[src/rtl/vga_timing_pkg.sv]
// Shared raster timing constants and coordinate type for the VGA pipeline.
package vga_timing_pkg;

  localparam int unsigned COORD_W = 10;
  typedef logic [COORD_W-1:0] coord_t;

  // Default 640x480 @ 60 Hz timing with a 25 MHz pixel rate from 50 MHz.
  localparam int unsigned DEF_PIX_DIV = 2;
  localparam int unsigned DEF_H_VIS   = 640;
  localparam int unsigned DEF_H_FP    = 16;
  localparam int unsigned DEF_H_SYNC  = 96;
  localparam int unsigned DEF_H_BP    = 48;
  localparam int unsigned DEF_V_VIS   = 480;
  localparam int unsigned DEF_V_FP    = 10;
  localparam int unsigned DEF_V_SYNC  = 2;
  localparam int unsigned DEF_V_BP    = 33;

  localparam int unsigned H_TOTAL = DEF_H_VIS + DEF_H_FP + DEF_H_SYNC + DEF_H_BP;
  localparam int unsigned V_TOTAL = DEF_V_VIS + DEF_V_FP + DEF_V_SYNC + DEF_V_BP;

  localparam int unsigned H_SYNC_START = DEF_H_VIS + DEF_H_FP;
  localparam int unsigned H_SYNC_END   = H_SYNC_START + DEF_H_SYNC;
  localparam int unsigned V_SYNC_START = DEF_V_VIS + DEF_V_FP;
  localparam int unsigned V_SYNC_END   = V_SYNC_START + DEF_V_SYNC;

  // Half-open range test lo <= v < hi on a coordinate.
  function automatic logic in_range(coord_t v, int unsigned lo, int unsigned hi);
    return (32'(v) >= lo) && (32'(v) < hi);
  endfunction

endpackage

[src/rtl/vga_pix_ce.sv]
// Clock-enable divider: one-clock PIX_CE strobe every PIX_DIV system clocks.
module vga_pix_ce #(
  parameter int unsigned PIX_DIV = 2
) (
  input  logic CLK,
  input  logic RST,
  output logic PIX_CE
);

  localparam int unsigned DIV_W = (PIX_DIV > 1) ? $clog2(PIX_DIV) : 1;
  localparam logic [DIV_W-1:0] DIV_LAST = DIV_W'(PIX_DIV - 1);

  logic [DIV_W-1:0] r_div_cnt;
  logic [DIV_W-1:0] w_div_nxt;
  logic             r_pix_ce;

  // Wrapping divider count.
  always_comb begin
    w_div_nxt = (r_div_cnt == DIV_LAST) ? '0 : r_div_cnt + 1'b1;
  end

  // Strobe is registered from the next count so it is high while the count sits at its last value.
  always_ff @(posedge CLK) begin
    if (RST) begin
      r_div_cnt <= '0;
      r_pix_ce  <= (PIX_DIV == 1);
    end else begin
      r_div_cnt <= w_div_nxt;
      r_pix_ce  <= (w_div_nxt == DIV_LAST);
    end
  end

  assign PIX_CE = r_pix_ce;

endmodule

[src/rtl/vga_sync_gen.sv]
// Raster counters plus registered sync/visible decode and frame-start pulse.
module vga_sync_gen
  import vga_timing_pkg::*;
#(
  parameter int unsigned PIX_DIV  = DEF_PIX_DIV,
  parameter int unsigned H_VIS    = DEF_H_VIS,
  parameter int unsigned H_FP     = DEF_H_FP,
  parameter int unsigned H_SYNC   = DEF_H_SYNC,
  parameter int unsigned H_BP     = DEF_H_BP,
  parameter int unsigned V_VIS    = DEF_V_VIS,
  parameter int unsigned V_FP     = DEF_V_FP,
  parameter int unsigned V_SYNC   = DEF_V_SYNC,
  parameter int unsigned V_BP     = DEF_V_BP,
  parameter bit          SYNC_POL = 1'b0
) (
  input  logic   CLK,
  input  logic   RST,
  output coord_t HC,
  output coord_t VC,
  output logic   VIDON,
  output logic   HSYNC,
  output logic   VSYNC,
  output logic   PIX_CE,
  output logic   FRAME_START
);

  localparam int unsigned H_TOT   = H_VIS + H_FP + H_SYNC + H_BP;
  localparam int unsigned V_TOT   = V_VIS + V_FP + V_SYNC + V_BP;
  localparam int unsigned HS_LO   = H_VIS + H_FP;
  localparam int unsigned HS_HI   = HS_LO + H_SYNC;
  localparam int unsigned VS_LO   = V_VIS + V_FP;
  localparam int unsigned VS_HI   = VS_LO + V_SYNC;
  localparam coord_t      H_LAST  = coord_t'(H_TOT - 1);
  localparam coord_t      V_LAST  = coord_t'(V_TOT - 1);
  localparam logic        SYNC_ON = SYNC_POL;

  // Coordinates must fit the 10-bit counters and the divider must be non-zero.
  if (H_TOT > 1024 || V_TOT > 1024) begin : g_bad_total
    $error("vga_sync_gen: H_TOTAL/V_TOTAL exceed 1024");
  end
  if (PIX_DIV < 1) begin : g_bad_div
    $error("vga_sync_gen: PIX_DIV must be at least 1");
  end

  logic   w_pix_ce;
  coord_t r_hc;
  coord_t r_vc;
  coord_t w_hc_nxt;
  coord_t w_vc_nxt;
  logic   w_vidon_nxt;
  logic   w_hs_on_nxt;
  logic   w_vs_on_nxt;
  logic   w_frame_nxt;
  logic   r_vidon;
  logic   r_hsync;
  logic   r_vsync;
  logic   r_frame_start;

  vga_pix_ce #(
    .PIX_DIV (PIX_DIV)
  ) u_pix_ce (
    .CLK    (CLK),
    .RST    (RST),
    .PIX_CE (w_pix_ce)
  );

  // Next raster position: advance on pixel ticks, line and frame wrap in one update.
  always_comb begin
    w_hc_nxt = r_hc;
    w_vc_nxt = r_vc;
    if (w_pix_ce) begin
      if (r_hc == H_LAST) begin
        w_hc_nxt = '0;
        w_vc_nxt = (r_vc == V_LAST) ? '0 : r_vc + 1'b1;
      end else begin
        w_hc_nxt = r_hc + 1'b1;
      end
    end
  end

  // Decode from the next position so registered outputs line up with the counters.
  always_comb begin
    w_vidon_nxt = in_range(w_hc_nxt, 0, H_VIS) && in_range(w_vc_nxt, 0, V_VIS);
    w_hs_on_nxt = in_range(w_hc_nxt, HS_LO, HS_HI);
    w_vs_on_nxt = in_range(w_vc_nxt, VS_LO, VS_HI);
    w_frame_nxt = w_pix_ce && (w_hc_nxt == '0) && (w_vc_nxt == '0);
  end

  // Counter and decode registers; reset parks the raster at the last back-porch position.
  always_ff @(posedge CLK) begin
    if (RST) begin
      r_hc          <= H_LAST;
      r_vc          <= V_LAST;
      r_vidon       <= 1'b0;
      r_hsync       <= ~SYNC_ON;
      r_vsync       <= ~SYNC_ON;
      r_frame_start <= 1'b0;
    end else begin
      r_hc          <= w_hc_nxt;
      r_vc          <= w_vc_nxt;
      r_vidon       <= w_vidon_nxt;
      r_hsync       <= w_hs_on_nxt ? SYNC_ON : ~SYNC_ON;
      r_vsync       <= w_vs_on_nxt ? SYNC_ON : ~SYNC_ON;
      r_frame_start <= w_frame_nxt;
    end
  end

  assign HC          = r_hc;
  assign VC          = r_vc;
  assign VIDON       = r_vidon;
  assign HSYNC       = r_hsync;
  assign VSYNC       = r_vsync;
  assign PIX_CE      = w_pix_ce;
  assign FRAME_START = r_frame_start;

endmodule

[config.mk]
export PLATFORM = sky130hd
export DESIGN_NAME = vga_sync_gen
export DESIGN_NICKNAME = d
export VERILOG_FILES = /design/src/rtl/vga_timing_pkg.sv /design/src/rtl/vga_pix_ce.sv /design/src/rtl/vga_sync_gen.sv
export SDC_FILE = /design/constraint.sdc
export NUM_CORES = 1
export LEC_CHECK = 0
export BUFFER_PORTS_ARGS = -buffer_cell sky130_fd_sc_hd__buf_2
export CORE_ASPECT_RATIO = 0.6
export CORE_MARGIN = 8
export CORE_UTILIZATION = 55
export CTS_CLUSTER_SIZE = 25
export DETAILED_ROUTE_END_ITERATION = 12
export HOLD_SLACK_MARGIN = 0.15
export MAX_ROUTING_LAYER = met4
export PLACE_DENSITY = 0.86
export SYNTH_ARGS = -nofsm -noshare
export SYNTH_HDL_FRONTEND = slang
export SYNTH_SLANG_ARGS = --single-unit
export TNS_END_PERCENT = 100
[constraint.sdc]
create_clock -name CLK -period 5.3 [get_ports CLK]
set_input_delay 0.53 -clock CLK [delete_from_list [all_inputs] [get_ports CLK]]
set_output_delay 0.53 -clock CLK [all_outputs]
set_load 0.01 [all_outputs]
Word level (Yosys, flattened, before mapping)
Index checks and enable logic that the tools add are counted.
{ "totals": {"register_bits": 25, "inputBits": 2, "output_inout_bits": 25} }
{ "classes": {"addsub": 3, "order_cmp": 6, "n_eq_ne": 2, "mux": 7, "reduce_logical": 8} }
{ "ops": {"columns": ["operator", "n"], "rows": [
  ["$mux 10", 5],
  ["$add 10x1->10 const B", 2],
  ["$eq 10x10->1 const B", 2],
  ["$logic_not 10->1", 2],
  ["$lt 10x10->1 const B", 2],
  ["$lt 10x9->1 const B", 2],
  ["$ge 10x10->1 const B", 1],
  ["$ge 10x9->1 const B", 1],
  ["$logic_and 1x1->1", 5],
  ["$mux 1", 2],
  ["$reduce_or 2->1", 1],
  ["$add 1x1->1 const B", 1]
]} }

Logic depth before layout (Yosys ltp)
{ "logic_depth": {"depth_word": 7, "ltp_mapped": 9} }

Modules after synthesis
Synthesis repeated with hierarchy kept, for this count alone.
{ "unflattened": {"cells_unflattened": 167, "hier_area_um2": 1447.6} }
{ "by_module_without_submodules": {"columns": ["module", "n_inst", "cells_each", "area_per_inst_um2", "seq_area_each_um2"], "rows": [
  ["vga_sync_gen", 1, 165, 1423.9, 480.5],
  ["vga_pix_ce", 1, 2, 23.8, 20.0]
]} }

Worst setup path before layout
No wires, ideal clock.
{ "synth_path": {"path_type": "flip-flop to flip-flop", "startpoint": "register r_hc[0] (netlist: HC[0])", "endpoint": "register r_frame_start (netlist: FRAME_START)", "setup_ns": 0.088, "arrival_time_ns": 2.059, "slack_ns": 3.153, "stages_incl_launch_ff": 8, "n_path_buf": 0, "period_less_slack_ns": 2.147, "path_cell_list": "dfxtp_1 ha_1 inv_2 maj3_1 o31ai_1 o211ai_1 a2111o_1 nor4_2"} }
{ "synth_via": {"elab_chain_len": 6, "elab_cells_between_ends": 10, "classes_between": "1 x add/sub; 1 x eq/ne; 4 x mux; 4 x reduce/logical"} }
{ "synth_rtl": {"columns": ["element", "line_no", "source"], "rows": [
  ["from (decl)", "vga_sync_gen.sv:46", "coord_t r_hc;"],
  ["from (signal assigned)", "vga_sync_gen.sv:99", "r_hc <= w_hc_nxt;"],
  ["$add 10x1->10 / $eq 10x10->1 (equally long branches)", "vga_sync_gen.sv:76, vga_sync_gen.sv:72", null],
  ["$mux 10", "vga_sync_gen.sv:72", "if (r_hc == H_LAST) begin"],
  ["$mux 10", "vga_sync_gen.sv:71", "if (w_pix_ce) begin"],
  ["$logic_not 10->1", "vga_sync_gen.sv:86", "w_frame_nxt = w_pix_ce && (w_hc_nxt == '0) && (w_vc_nxt == '0);"],
  ["$logic_and 1x1->1", "vga_sync_gen.sv:86", null],
  ["$logic_and 1x1->1 *", "vga_sync_gen.sv:86", null],
  ["to (signal assigned)", "vga_sync_gen.sv:104", "r_frame_start <= w_frame_nxt;"],
  ["to (decl)", "vga_sync_gen.sv:57", "logic r_frame_start;"]
]} }
Mark *: on every way between the ends. The rest lies on a longest branch, timed or not.
A chain may end at the register's enable or synchronous reset.

Worst setup path after layout
{ "layout_path": {"startpoint": "register r_vc[0] (netlist: VC[0])", "endpoint": "register r_frame_start (netlist: FRAME_START)"} }
{ "layout_via": {"elab_chain_len": 6, "elab_cells_between_ends": 7, "classes_between": "1 x add/sub; 1 x eq/ne; 3 x mux; 2 x reduce/logical"} }
{ "layout_rtl": {"columns": ["element", "line_no", "source"], "rows": [
  ["from (decl)", "vga_sync_gen.sv:47", "coord_t r_vc;"],
  ["from (signal assigned)", "vga_sync_gen.sv:100", "r_vc <= w_vc_nxt;"],
  ["$add 10x1->10 / $eq 10x10->1 (equally long branches)", "vga_sync_gen.sv:74", "w_vc_nxt = (r_vc == V_LAST) ? '0 : r_vc + 1'b1;"],
  ["$mux 10", "vga_sync_gen.sv:74", null],
  ["$mux 10", "vga_sync_gen.sv:72", null],
  ["$mux 10 *", "vga_sync_gen.sv:71", null],
  ["$logic_not 10->1 *", "vga_sync_gen.sv:86", null],
  ["$logic_and 1x1->1 *", "vga_sync_gen.sv:86", null]
]} }
Marks and branches as above.

==> metrics.md <==
| Metric | Value |
|---|---|
| Comb pwr share | 33.9% |
| CTS buffer count | 3 |
| GRT Total Usage | 15.4% |
| Pins Over Slew Limit | 0 |
| Clk Latency, worst-skew pair | 0.26 ns |
| Die Width | 86.0 um |
| Synthesized cell area | 0.00162 mm2 |
| CTS-repair resized insts | 0 |
| PortBufs | 26 |
| Antenna diodes | 0 |
| Mean Syn Cell Area | 8.64 um2 |
| HP Class | reg2reg |
| Vias | 1,439 |
| Clk pwr share | 20.5% |
| Gr ovfl total | 0 |
| Rows | 15 |
| Max cap viols | 0 |
| Area grow syn2layout | 6.66% |
| DRT iter0 DRCs | 123 |
| FF-to-FF path depth | 8 |
| Net Sw Power | 0.000197 W |
| Routed vias/inst | 5.85 |
| CP Cell Sequence | inv_1, ha_1, or3b_1, nor4_2, o21ai_0, a221oi_1, nand4_1, nor4_2 |
| Critical path peak fanout | 11 |
| Internal power | 0.000332 W |
| Clk slew on worst S/H paths | 0.08 ns |
| Worst Path Arrival | 2.75 ns |
| Total Neg Setup Slack | 0 ns |
| IO Count | 27 |
| Worst path most repeated cell | nor4_2 |
| Crit path kind | reg2reg |
| Post-synth EDFFs | 0 |
| Status | completed |
| Initial antenna violation count | 0 |
| Tmin final | 2.57 ns |
| First-pass GRT wire length | 6060 um |
| Critical Path Max Stage Delay | 0.65 ns |
| CTS tree | yes |
| DRC viols | 0 |
| Ys flop type | dfxtp_1 |
| Mapped Cells | 187 |
| Peak supply drop | 0.000150 V |
| FMAX | 388 MHz |
| H-tree level count | 1 |
| R2R setup slack | 2.73 ns |
| Part of the power in registers | 45.6% |
| Hpwl dp | 2820 um |
| Yosys reg bits | 25 |
| Levels on crit path | 8 |
| Worst Setup End Kind | register |
| Placed insts | 242 |
| Drt total wl | 3670 um |
| Die ar. | 0.00499 mm2 |
| Final hold vios | 0 |
| # clock sinks | 25 |
| R2r startpoint | VC[0]$_SDFF_PP0_ |
| Routability cong. | 0.910 |
| Drt first pass iters | 5 |
| Sw frac | 37.3% |
| Post-synth ARST share | 0% |
| Tcrit/Tclk final | 48.6% |
| Vias in the first global route | 1,236 |
| Post-CTS setup buffer count | 0 |
| Root Buffer | clkbuf_8 |
| Worst Hold Endpoint | VC[1]$_SDFF_PP0_ |
| WP buf/inv | 1 |
| Sequential-to-total area share from yosys stat | 31.0% |
| Net count after synthesis | 192 |
| Hold path depth | 2 |
| Kind of launch point of the worst setup path | register |
| Initial Util | 57.0% |
| Hold wc startpoint | VC[1]$_SDFF_PP0_ |
| CP max-delay cell | nor4_2 |
| Layout net count | 210 |
| Endpoints failing setup | 0 |
| Unrepaired setup endpoints after global routing | no |
| Worst Tran Pin Value | 0.850 ns |
| Die extent in y | 58.0 um |
| Worst-case clock buffer depth | 2 |
| Slew HR | 42.9% |
| Fraction of layout cells with a size suffix above 1 | 21.1% |
| YS warnings | 0 |
| Final hold slack | 0.540 ns |
| Largest net degree at the start of global routing | 15 |
| Power density over the cells | 307 mW/mm2 |
| WP data required | 5.48 ns |
| Core box area | 0.00283 mm2 |
| WL/cell | 14.9 um |
| Worst clock skew | 0.00436 ns |
| Hold Buf Count CTS | 0 |
| Leakage | 0.659 nW |
| Antenna viol nets, final | 0 |
| Crit path max-delay family | simple AND/OR/NAND/NOR gates |
| R2r endpoint | FRAME_START$_SDFF_PP0_ |
| Synth unique cells | 57 |
| Non-filler cells in the finished layout | 246 |
-- cells in the final DEF, fill, tap and decap left out, drive strengths merged, types with 3 or more instances in the layout --
| master | n |
|---|---|
| buf | 26 |
| dfxtp | 25 |
| nand2 | 16 |
| nor2 | 16 |
| o21ai | 12 |
| nand3 | 11 |
| a21oi | 10 |
| and3 | 8 |
| xnor2 | 7 |
| nand4 | 6 |
| inv | 6 |
| xor2 | 5 |
| nor3 | 5 |
| clkbuf | 4 |
| and4 | 4 |
| or4 | 3 |
| o31ai | 3 |
| ha | 3 |
-- cell usage after synthesis, types with 4 or more instances --
library cell | number | share of area (%)
dfxtp_1 | 25 | 31
a21oi_1 | 10 | 3.1
nand4_1 | 6 | 2.3
and3_1 | 8 | 3.1
nor2_1 | 15 | 3.5
nand3_1 | 11 | 3.4
xor2_1 | 5 | 2.7
inv_1 | 5 | 1.2
nand2_1 | 16 | 3.7
xnor2_1 | 7 | 3.8
nor3_1 | 4 | 1.2
o21ai_0 | 10 | 3.1
buf_6 | 7 | 4.9
-- layout make-up --
type | count | area (um2)
Fill cell | 276 | 1110
Multi-Input combinational cell | 142 | 970
Sequential cell | 25 | 500
Timing Repair Buffer | 26 | 130
Tap cell | 42 | 52.6
Clock buffer | 4 | 45.0
Inverter | 7 | 26.3
-- state kept, by name, summed over array words and instances, names as in the netlist --
name                flops
FRAME_START             1
u_pix_ce.r_div_cnt      1
VC                     10
VSYNC                   1
VIDON                   1
HC                     10
HSYNC                   1
-- worst max-delay path by stage --
stage,end,start,slack [ns]
global route,FRAME_START$_SDFF_PP0_,VC[0]$_SDFF_PP0_,2.46
floorplan,FRAME_START$_SDFF_PP0_,HC[0]$_SDFF_PP1_,3.15
detailed placement,FRAME_START$_SDFF_PP0_,VC[0]$_SDFF_PP0_,2.75
global placement,FRAME_START$_SDFF_PP0_,VC[0]$_SDFF_PP0_,2.90
CTS,FRAME_START$_SDFF_PP0_,VC[0]$_SDFF_PP0_,2.71
finish,FRAME_START$_SDFF_PP0_,VC[0]$_SDFF_PP0_,2.73
-- tightest hold or removal path, delay by kind of cell, from the launching register on --
kind,cells,cell delay (ns)
compound gates,1,0.06
flops,1,0.35
simple gates,1,0.08
-- power by group through the flow --
stage	clock, W	sequential, W	combinational, W
finish	0.000109	0.000241	0.000179
global route	0.000119	0.000245	0.000201
CTS	0.000113	0.000240	0.000179
detailed placement	0	0.000245	0.000179
global placement	0	0.000244	0.000175
floorplan	0	0.000232	0.000163
-- per-stage QoR --
stage | worst slack, ns | total power, W | utilization (%) | cell area [um2]
global placement | 2.90 | 0.000418 | 59.2 | 1680
CTS | 2.71 | 0.000533 | 60.8 | 1720
detailed placement | 2.75 | 0.000424 | 59.2 | 1680
global route | 2.46 | 0.000565 | 60.8 | 1720
finish | 2.73 | 0.000529 | 60.8 | 1720
floorplan | 3.15 | 0.000395 | - | 1620
-- per-layer routing --
layer  up-vias  part of all wire (%)  GRT usage (%)
met5         -                     0              -
met4         0                  0.74           3.71
met3         2                   9.6           3.38
met2        72                    38           20.5
met1       646                    51           22.4
li1        719                     -              -
-- cells by family (layout without fill, tap and decap cells) --
logic type | Yosys count | in the layout | synth area share [%]
muxes | 1 | 1 | 0.619
adders and majority gates | 4 | 4 | 2.94
xor gates and xnor gates | 12 | 12 | 6.50
buffers and inverters | 20 | 37 | 9.06
AOI/OAI and AO/OA | 38 | 38 | 15.7
DFF | 25 | 25 | 31.0
and+or+nand+nor | 87 | 87 | 34.2
(Power assumes the default switching activity.)
